File: config.mk
export PLATFORM = sky130hd
export DESIGN_NAME = fetch_stage
export DESIGN_NICKNAME = d
export VERILOG_FILES = /design/src/rtl/fetch_stage.sv
export SDC_FILE = /design/constraint.sdc
export NUM_CORES = 1
export LEC_CHECK = 0
export ABC_CLOCK_PERIOD_IN_PS = 3800
export BUFFER_PORTS_ARGS = -buffer_cell sky130_fd_sc_hd__buf_2
export CAP_MARGIN = 40
export CORE_ASPECT_RATIO = 1.75
export CORE_MARGIN = 2
export CORE_UTILIZATION = 54
export CTS_CLUSTER_DIAMETER = 150
export CTS_CLUSTER_SIZE = 20
export DETAILED_ROUTE_END_ITERATION = 16
export HOLD_SLACK_MARGIN = 0.08
export PLACE_DENSITY = 0.91
export SLEW_MARGIN = 20
export SYNTH_ARGS = -nofsm -noshare
export SYNTH_HDL_FRONTEND = slang
export SYNTH_SLANG_ARGS = --single-unit
File: constraint.sdc
create_clock -name clk -period 3.8 [get_ports clk]
set_input_delay 0 -clock clk [delete_from_list [all_inputs] [get_ports clk]]
set_output_delay 0 -clock clk [all_outputs]
set_load 0.02 [all_outputs]
File: src/rtl/fetch_stage.sv
// Instruction fetch stage: owns the fetch PC, talks to imem over req/ready,
// holds the returned instruction in the IR and applies redirects and flushes.
module fetch_stage #(
  parameter int unsigned      DATA_WIDTH = 32,
  parameter logic [DATA_WIDTH-1:0] RESET_PC  = 32'hBFC00000,
  parameter logic [DATA_WIDTH-1:0] NOP_INSTR = 32'h00000013
) (
  input  logic                  clk,
  input  logic                  rst,
  input  logic                  stall,
  input  logic                  PCsrc,
  input  logic                  JALRsrc,
  input  logic [DATA_WIDTH-1:0] ImmExt,
  input  logic [DATA_WIDTH-1:0] ALUresult,
  input  logic                  flush,
  input  logic [DATA_WIDTH-1:0] flush_target,
  output logic                  imem_req,
  output logic [DATA_WIDTH-1:0] imem_addr,
  input  logic                  imem_ready,
  input  logic                  imem_rvalid,
  input  logic [DATA_WIDTH-1:0] imem_rdata,
  output logic [DATA_WIDTH-1:0] instr,
  output logic                  instr_valid,
  output logic [DATA_WIDTH-1:0] pc,
  output logic [DATA_WIDTH-1:0] pc_plus4
);

  typedef enum logic [1:0] {
    FETCH = 2'd0,
    WAIT  = 2'd1,
    DROP  = 2'd2
  } state_t;

  localparam logic [DATA_WIDTH-1:0] FOUR = DATA_WIDTH'(4);
  localparam logic [DATA_WIDTH-1:0] ONE  = DATA_WIDTH'(1);

  state_t                state_q, state_d;
  logic [DATA_WIDTH-1:0] fetch_pc_q, fetch_pc_d;
  logic [DATA_WIDTH-1:0] req_pc_q, req_pc_d;
  logic [DATA_WIDTH-1:0] instr_q, instr_d;
  logic                  instr_valid_q, instr_valid_d;
  logic [DATA_WIDTH-1:0] pc_q, pc_d;
  logic [DATA_WIDTH-1:0] pc_plus4_q, pc_plus4_d;

  logic                  consume;
  logic                  redirect;
  logic [DATA_WIDTH-1:0] target;

  // Handshake, redirect target and request outputs
  always_comb begin
    consume  = instr_valid_q & ~stall;
    redirect = consume & (PCsrc | JALRsrc);
    if (JALRsrc) begin
      target = ALUresult & ~ONE;
    end else begin
      target = pc_q + ImmExt;
    end
    imem_addr = redirect ? target : fetch_pc_q;
    imem_req  = ~rst & (state_q == FETCH) & ~flush
              & (~instr_valid_q | consume);
  end

  // Next-state and IR update; flush overrides redirect and consume
  always_comb begin
    state_d       = state_q;
    fetch_pc_d    = fetch_pc_q;
    req_pc_d      = req_pc_q;
    instr_d       = instr_q;
    instr_valid_d = instr_valid_q;
    pc_d          = pc_q;
    pc_plus4_d    = pc_plus4_q;

    if (consume | flush) begin
      instr_valid_d = 1'b0;
      instr_d       = NOP_INSTR;
    end

    unique case (state_q)
      FETCH: begin
        if (flush) begin
          fetch_pc_d = flush_target;
        end else if (imem_req && imem_ready) begin
          req_pc_d   = imem_addr;
          fetch_pc_d = imem_addr + FOUR;
          state_d    = WAIT;
        end else if (redirect) begin
          fetch_pc_d = target;
        end
      end
      WAIT: begin
        if (flush) begin
          fetch_pc_d = flush_target;
          state_d    = imem_rvalid ? FETCH : DROP;
        end else if (imem_rvalid) begin
          instr_d       = imem_rdata;
          instr_valid_d = 1'b1;
          pc_d          = req_pc_q;
          pc_plus4_d    = req_pc_q + FOUR;
          state_d       = FETCH;
        end
      end
      DROP: begin
        if (flush) begin
          fetch_pc_d = flush_target;
        end
        if (imem_rvalid) begin
          state_d = FETCH;
        end
      end
      default: state_d = FETCH;
    endcase
  end

  // State registers with synchronous reset
  always_ff @(posedge clk) begin
    if (rst) begin
      state_q       <= FETCH;
      fetch_pc_q    <= RESET_PC;
      req_pc_q      <= RESET_PC;
      instr_q       <= NOP_INSTR;
      instr_valid_q <= 1'b0;
      pc_q          <= RESET_PC;
      pc_plus4_q    <= RESET_PC + FOUR;
    end else begin
      state_q       <= state_d;
      fetch_pc_q    <= fetch_pc_d;
      req_pc_q      <= req_pc_d;
      instr_q       <= instr_d;
      instr_valid_q <= instr_valid_d;
      pc_q          <= pc_d;
      pc_plus4_q    <= pc_plus4_d;
    end
  end

  assign instr       = instr_q;
  assign instr_valid = instr_valid_q;
  assign pc          = pc_q;
  assign pc_plus4    = pc_plus4_q;

endmodule

==> Word-level counts from Yosys, hierarchy flattened <==
Index checks and enable logic that the tools add are counted.
{ "totals": {"out_inout_bits": 130, "ff_bits": 163, "word_cells": 55, "input_bits": 136} }
{ "op_classes": {"add_sub_neg": 3, "muxes": 20, "reduce_logical": 8, "n_eq_ne": 5, "bitwise_logic": 12} }
{ "ops": {"columns": ["op", "count"], "rows": [
  ["$mux W32", 9],
  ["$add A32 B3 Y32 const B", 2],
  ["$pmux W32 S2", 1],
  ["$add A32 B32 Y32", 1],
  ["$mux W2", 5],
  ["$pmux W2 S3", 1],
  ["$reduce_and A3 Y1", 2],
  ["$and A1 B1 Y1", 5],
  ["$mux W1", 4],
  ["$ne A2 B1 Y1 const B", 2],
  ["$not A1 Y1", 4],
  ["$reduce_and A2 Y1", 2],
  ["$or A1 B1 Y1", 3],
  ["$eq A2 B1 Y1 const B", 1],
  ["$eq A2 B2 Y1 const B", 1],
  ["$logic_not A2 Y1", 1],
  ["$ne A2 B2 Y1 const B", 1],
  ["$reduce_bool A2 Y1", 1],
  ["$reduce_or A2 Y1", 1],
  ["$logic_and A1 B1 Y1", 1]
]} }

==> Longest topological paths before layout <==
{ "depth": {"word_depth": 8, "mapped_depth": 16, "ltp_nobuf": 15} }

==> Worst setup path before layout <==
OpenSTA, ideal clock, no wires.
{ "synth_timing": {"path_type": "register -> register", "from": "reg pc_q[0], in the netlist pc[0]", "to": "reg fetch_pc_q[30]", "slack_ps": 98, "arrival_time_ps": 3611, "setup_ps": 91, "period_less_slack_ps": 3702, "required_ps": 3709, "path_stages_with_launch": 16, "path_buffers": 1, "cell_sequence": "dfxtp_1 ha_1 inv_1 fa_1 nor2b_4 o31a_1 o21ai_2 a2111oi_4 nor3_1 o31ai_2 and4_1 and2_1 buf_2 nand4_1 xnor2_1 a311oi_1"} }
{ "synth_between": {"elab_chain_len": 7} }
{ "synth_rtl": {"columns": ["element", "line_no", "rtl"], "rows": [
  ["start, declared", "42", "logic [DATA_WIDTH-1:0] pc_q, pc_d;"],
  ["start signal, assigned", "130", "pc_q <= pc_d;"],
  ["$add A32 B32 Y32", "56", "target = pc_q + ImmExt;"],
  ["$mux W32", "53", "if (JALRsrc) begin"],
  ["$mux W32", "86", "end else if (redirect) begin"],
  ["net imem_addr[20]", "18", "output logic [DATA_WIDTH-1:0] imem_addr,"],
  ["$add A32 B3 Y32", "84", "fetch_pc_d = imem_addr + FOUR;"],
  ["$mux W32", "82", "end else if (imem_req && imem_ready) begin"],
  ["$mux W32", "80", "if (flush) begin"],
  ["$pmux W32 S2", "78", "unique case (state_q)"],
  ["end signal, assigned", "126", "fetch_pc_q <= fetch_pc_d;"],
  ["end, declared", "38", "logic [DATA_WIDTH-1:0] fetch_pc_q, fetch_pc_d;"]
]} }
The timed path passes the listed nets, and every way through them passes these cells.
A chain may end at the register's enable or synchronous reset.

==> Final worst setup path <==
{ "layout_timing": {"from": "reg pc_q[9], in the netlist pc[9]", "to": "reg fetch_pc_q[28]"} }
{ "layout_between": {"elab_chain_len": 7} }
{ "layout_rtl": {"columns": ["element", "line_no"], "rows": [
  ["$add A32 B32 Y32 (*)", "56"],
  ["$mux W32 (*)", "53"],
  ["$mux W32 (*)", "86"],
  ["$add A32 B3 Y32", "84"],
  ["$mux W32 (*)", "82"],
  ["$mux W32 (*)", "80"],
  ["$pmux W32 S2 (*)", "78"]
]} }
Mark *: on every way between the ends. The rest lies on a longest branch, timed or not.

==> metrics <==
vias in the first global route=approximately 11000; Sequential Power Share=39.9%; port bufs=between 200 and 300; clock-pin slew on the worst setup and hold paths=0.07 ns; Syn Area/Cell=7.67 sq um; PD cells=350 nW/um^2; Post-CTS Setup Bufs=0; Synth Warn #=0; Die W=around 110 microns; FFs w/ async S/R, synth=0%; TritonCTS clock tree=done; final worst setup slack=between 0.1 and 0.15 ns; Vias/cell=6.29; Hold Vio Cnt, Final=0; register area share after synthesis=32.6%; Routed WL=38900 microns; Logic pwr share=20.4%; Initial Util=54.9%; fin nets=1773; first-pass GRT wire length=59000 microns; global route overflow=0; CTS H-Tree Depth=4; Ant. Diodes=0; maximum fanout along the worst path=9; total CTS buffers=17; worst slew margin relative to its limit=45.1%; Clock Latency Late Sink=0.44 ns; Area Overhead vs Synth=30.7%; Die Height=183 microns; Setup Crit Path Kind=reg2reg; Clk pwr share=around two fifths; placeable core area=18000 sq um; clock buffer depth=2; Die ar.=19400 sq um; Post-DRT Antenna Nets=0; Worst EP required=4.10 ns; max cap viols=0; Initial DRC Count=1053; status=completed; Final Max Slew Viols=0; io pins=266; Post-Place Setup Slack=0.0862 ns; Peak VDD IR=0.268 mV; worst-margin pin slew=0.818 ns; internal power=~3.1 mW; sw power=~1.4 mW; RSZ-0062 raised after global routing=true; mapped cell area=9880 sq um; Primary FF master, synth=dfxtp_1; RePlAce Congestion=0.984; final setup fails=0; worst min-delay path class=in2reg; Post-synth EDFFs=0; cell row count=65; crit start category=flip-flop; post-DP HPWL=26900 microns; drt first pass iters=6; Tcrit/Tclk final=between 90 and 100%; initial antenna violation count=0; switching share of power=between 30% and 40%; Total GRT Usage=39.2%; detailed-route via count=11600; Crit path arrival time=about 4.0 ns; largest net degree at the start of global routing=65; Distinct cells, synth=94; #FFs+latches synth=161; syn nets=1462; Worst Setup End Kind=flip-flop; clk sink count=161; minimum clock period=3.65 ns; Residual DRC=0; Root Buffer=clkbuf_16; clk_skew=0.0123 ns; share of layout cells above drive strength 1=between 20% and 30%; Hold Slack=0.164 ns; Avg WL per Cell=21.1 microns; FMAX=274 MHz; Syn Inst Count=between 1000 and 1500; leak pwr=5.57 nW
-- layout by cell type (no fill, tap or decap), types with 5 or more instances in the layout --
cell and instances:
buf_2 263, nand2_1 174, dfxtp_1 161, nor2_1 158, a21oi_1 115, dlygate4sd3_1 71, o21ai_0 48, buf_4 44
ha_1 37, nor3_1 35, xnor2_1 33, nand3_1 29, and3_1 29, inv_1 27, a22oi_1 27, a211oi_1 26
xor2_1 24, nand4_1 20, a21o_1 17, clkbuf_16 17, nand3b_1 16, a211o_1 14, or3_1 13, o221ai_1 13
o21a_1 11, a31oi_1 11, and2_1 7, o21ai_1 7, a221oi_1 7, or2_2 6, mux2i_1 6, o211ai_1 6
o21ai_2 5, nand2b_1 5, o2111ai_1 5
-- per-stage QoR --
step	utilization [%]	power (mW)	area, sq um	TNS (ns)	std cells
finish	71.8	4.52	12900	0	1846
global route	71.8	4.64	12900	-0.0777	1846
CTS	71.4	4.47	12800	0	1844
detailed placement	64.1	2.66	11500	0	1742
global placement	63.9	2.64	11500	0	1740
floorplan	-	2.33	9880	0	1288
-- critical path, stage by stage, from the launching register on --
cell       delay (ns)
dfxtp_1          0.34
ha_1             0.41
and3_1           0.25
nand4_1          0.11
a21o_1           0.23
a2111oi_2        0.60
or4_4            0.25
a31oi_4          0.09
nor2_2           0.24
nand4_1          0.30
nor4_4           0.37
mux2i_1          0.22
o211ai_1         0.10
-- cell type report --
class,count,area (sq um)
Sequential cell,161,3220
Inverter,30,113
Clock buffer,19,443
Clock inverter,13,161
Fill cell,1412,5060
Multi-Input combinational cell,1007,6240
Tap cell,234,293
Timing Repair Buffer,382,2440
-- power by group through the flow --
stage / sequential [mW] / combinational [mW] / clock, mW
floorplan: 1.84 / 0.495 / 0
global placement: 1.84 / 0.800 / 0
detailed placement: 1.84 / 0.817 / 0
CTS: 1.80 / 0.876 / 1.79
global route: 1.81 / 0.975 / 1.85
finish: 1.80 / 0.920 / 1.79
-- worst paths after layout --
check | to | slack (ns) | from | cells after the start
max reg2reg | fetch_pc_q[28] | 0.15 | pc[9] | 12
min | fetch_pc_q[30] | 0.16 | flush_target[30] | 4
max | fetch_pc_q[28] | 0.15 | pc[9] | 12
min reg2reg | fetch_pc_q[0] | 0.45 | fetch_pc_q[0] | 2
-- cell families after synthesis --
| group | share of synthesized area (%) |
|---|---|
| flip-flops | 32.6 |
| multiplexers | 1.18 |
| buffers and inverters | 4.85 |
| adder cells (fa/ha/maj) | 4.89 |
| AND/OR/NAND/NOR | 25.8 |
| XOR/XNOR | 5.22 |
| AO/OA/AOI/OAI | 25.4 |
-- layer usage --
layer  global-route usage [%]  routed length (microns)  part of all wire (%)  up-vias
met3                     6.25                     3140                   8.1      276
li1                         -                        -                     -     5255
met4                     32.8                     3810                   9.8        0
met5                        0                        0                     0        -
met2                     67.0                    19100                    49      788
met1                     41.8                    12900                    33     5300
-- flip-flops by register name, indices dropped and copies added, names as in the netlist --
signal	cells
fetch_pc_q	32
instr	32
pc	32
req_pc_q	32
pc_plus4	30
state_q	2
instr_valid	1
-- repair_timing --
| item | 4_1_cts | 5_1_grt |
|---|---|---|
| setup endpoints to repair | 0 | 12 |
| endpoints found under the hold margin | 67 | 1 |
| hold buffers | 70 | 1 |
| gates resized for setup | 0 | 12 |
-- synth_stat cells, drive strengths merged, types with 6 or more instances --
cell type    n  share of area (%)
ha          37                4.7
nand3b      16                1.2
a21boi       6               0.49
a21oi      120                6.2
or3         13               0.82
a211o       14                1.2
or2          8               0.53
clkbuf      73                2.8
xnor2       34                3.1
o21ai       60                3.2
nor3        37                2.0
o21a        11               0.84
a211oi      27                2.1
a221oi      11                1.2
nor4        10                1.2
mux2i        6               0.61
and2        12               0.81
a31oi       13                1.0
xor2        24                2.1
o211ai       7               0.58
nand4       20                1.3
o221ai      14                1.2
o31ai        6               0.65
nand2      176                6.7
dfxtp      161                 33
inv         29                1.1
buf         17               0.92
nor2       161                6.1
and3        29                1.8
a22oi       27                2.1
a21o        17                1.3
nand3       30                1.6
No activity file was read; power rests on OpenSTA's default activity.
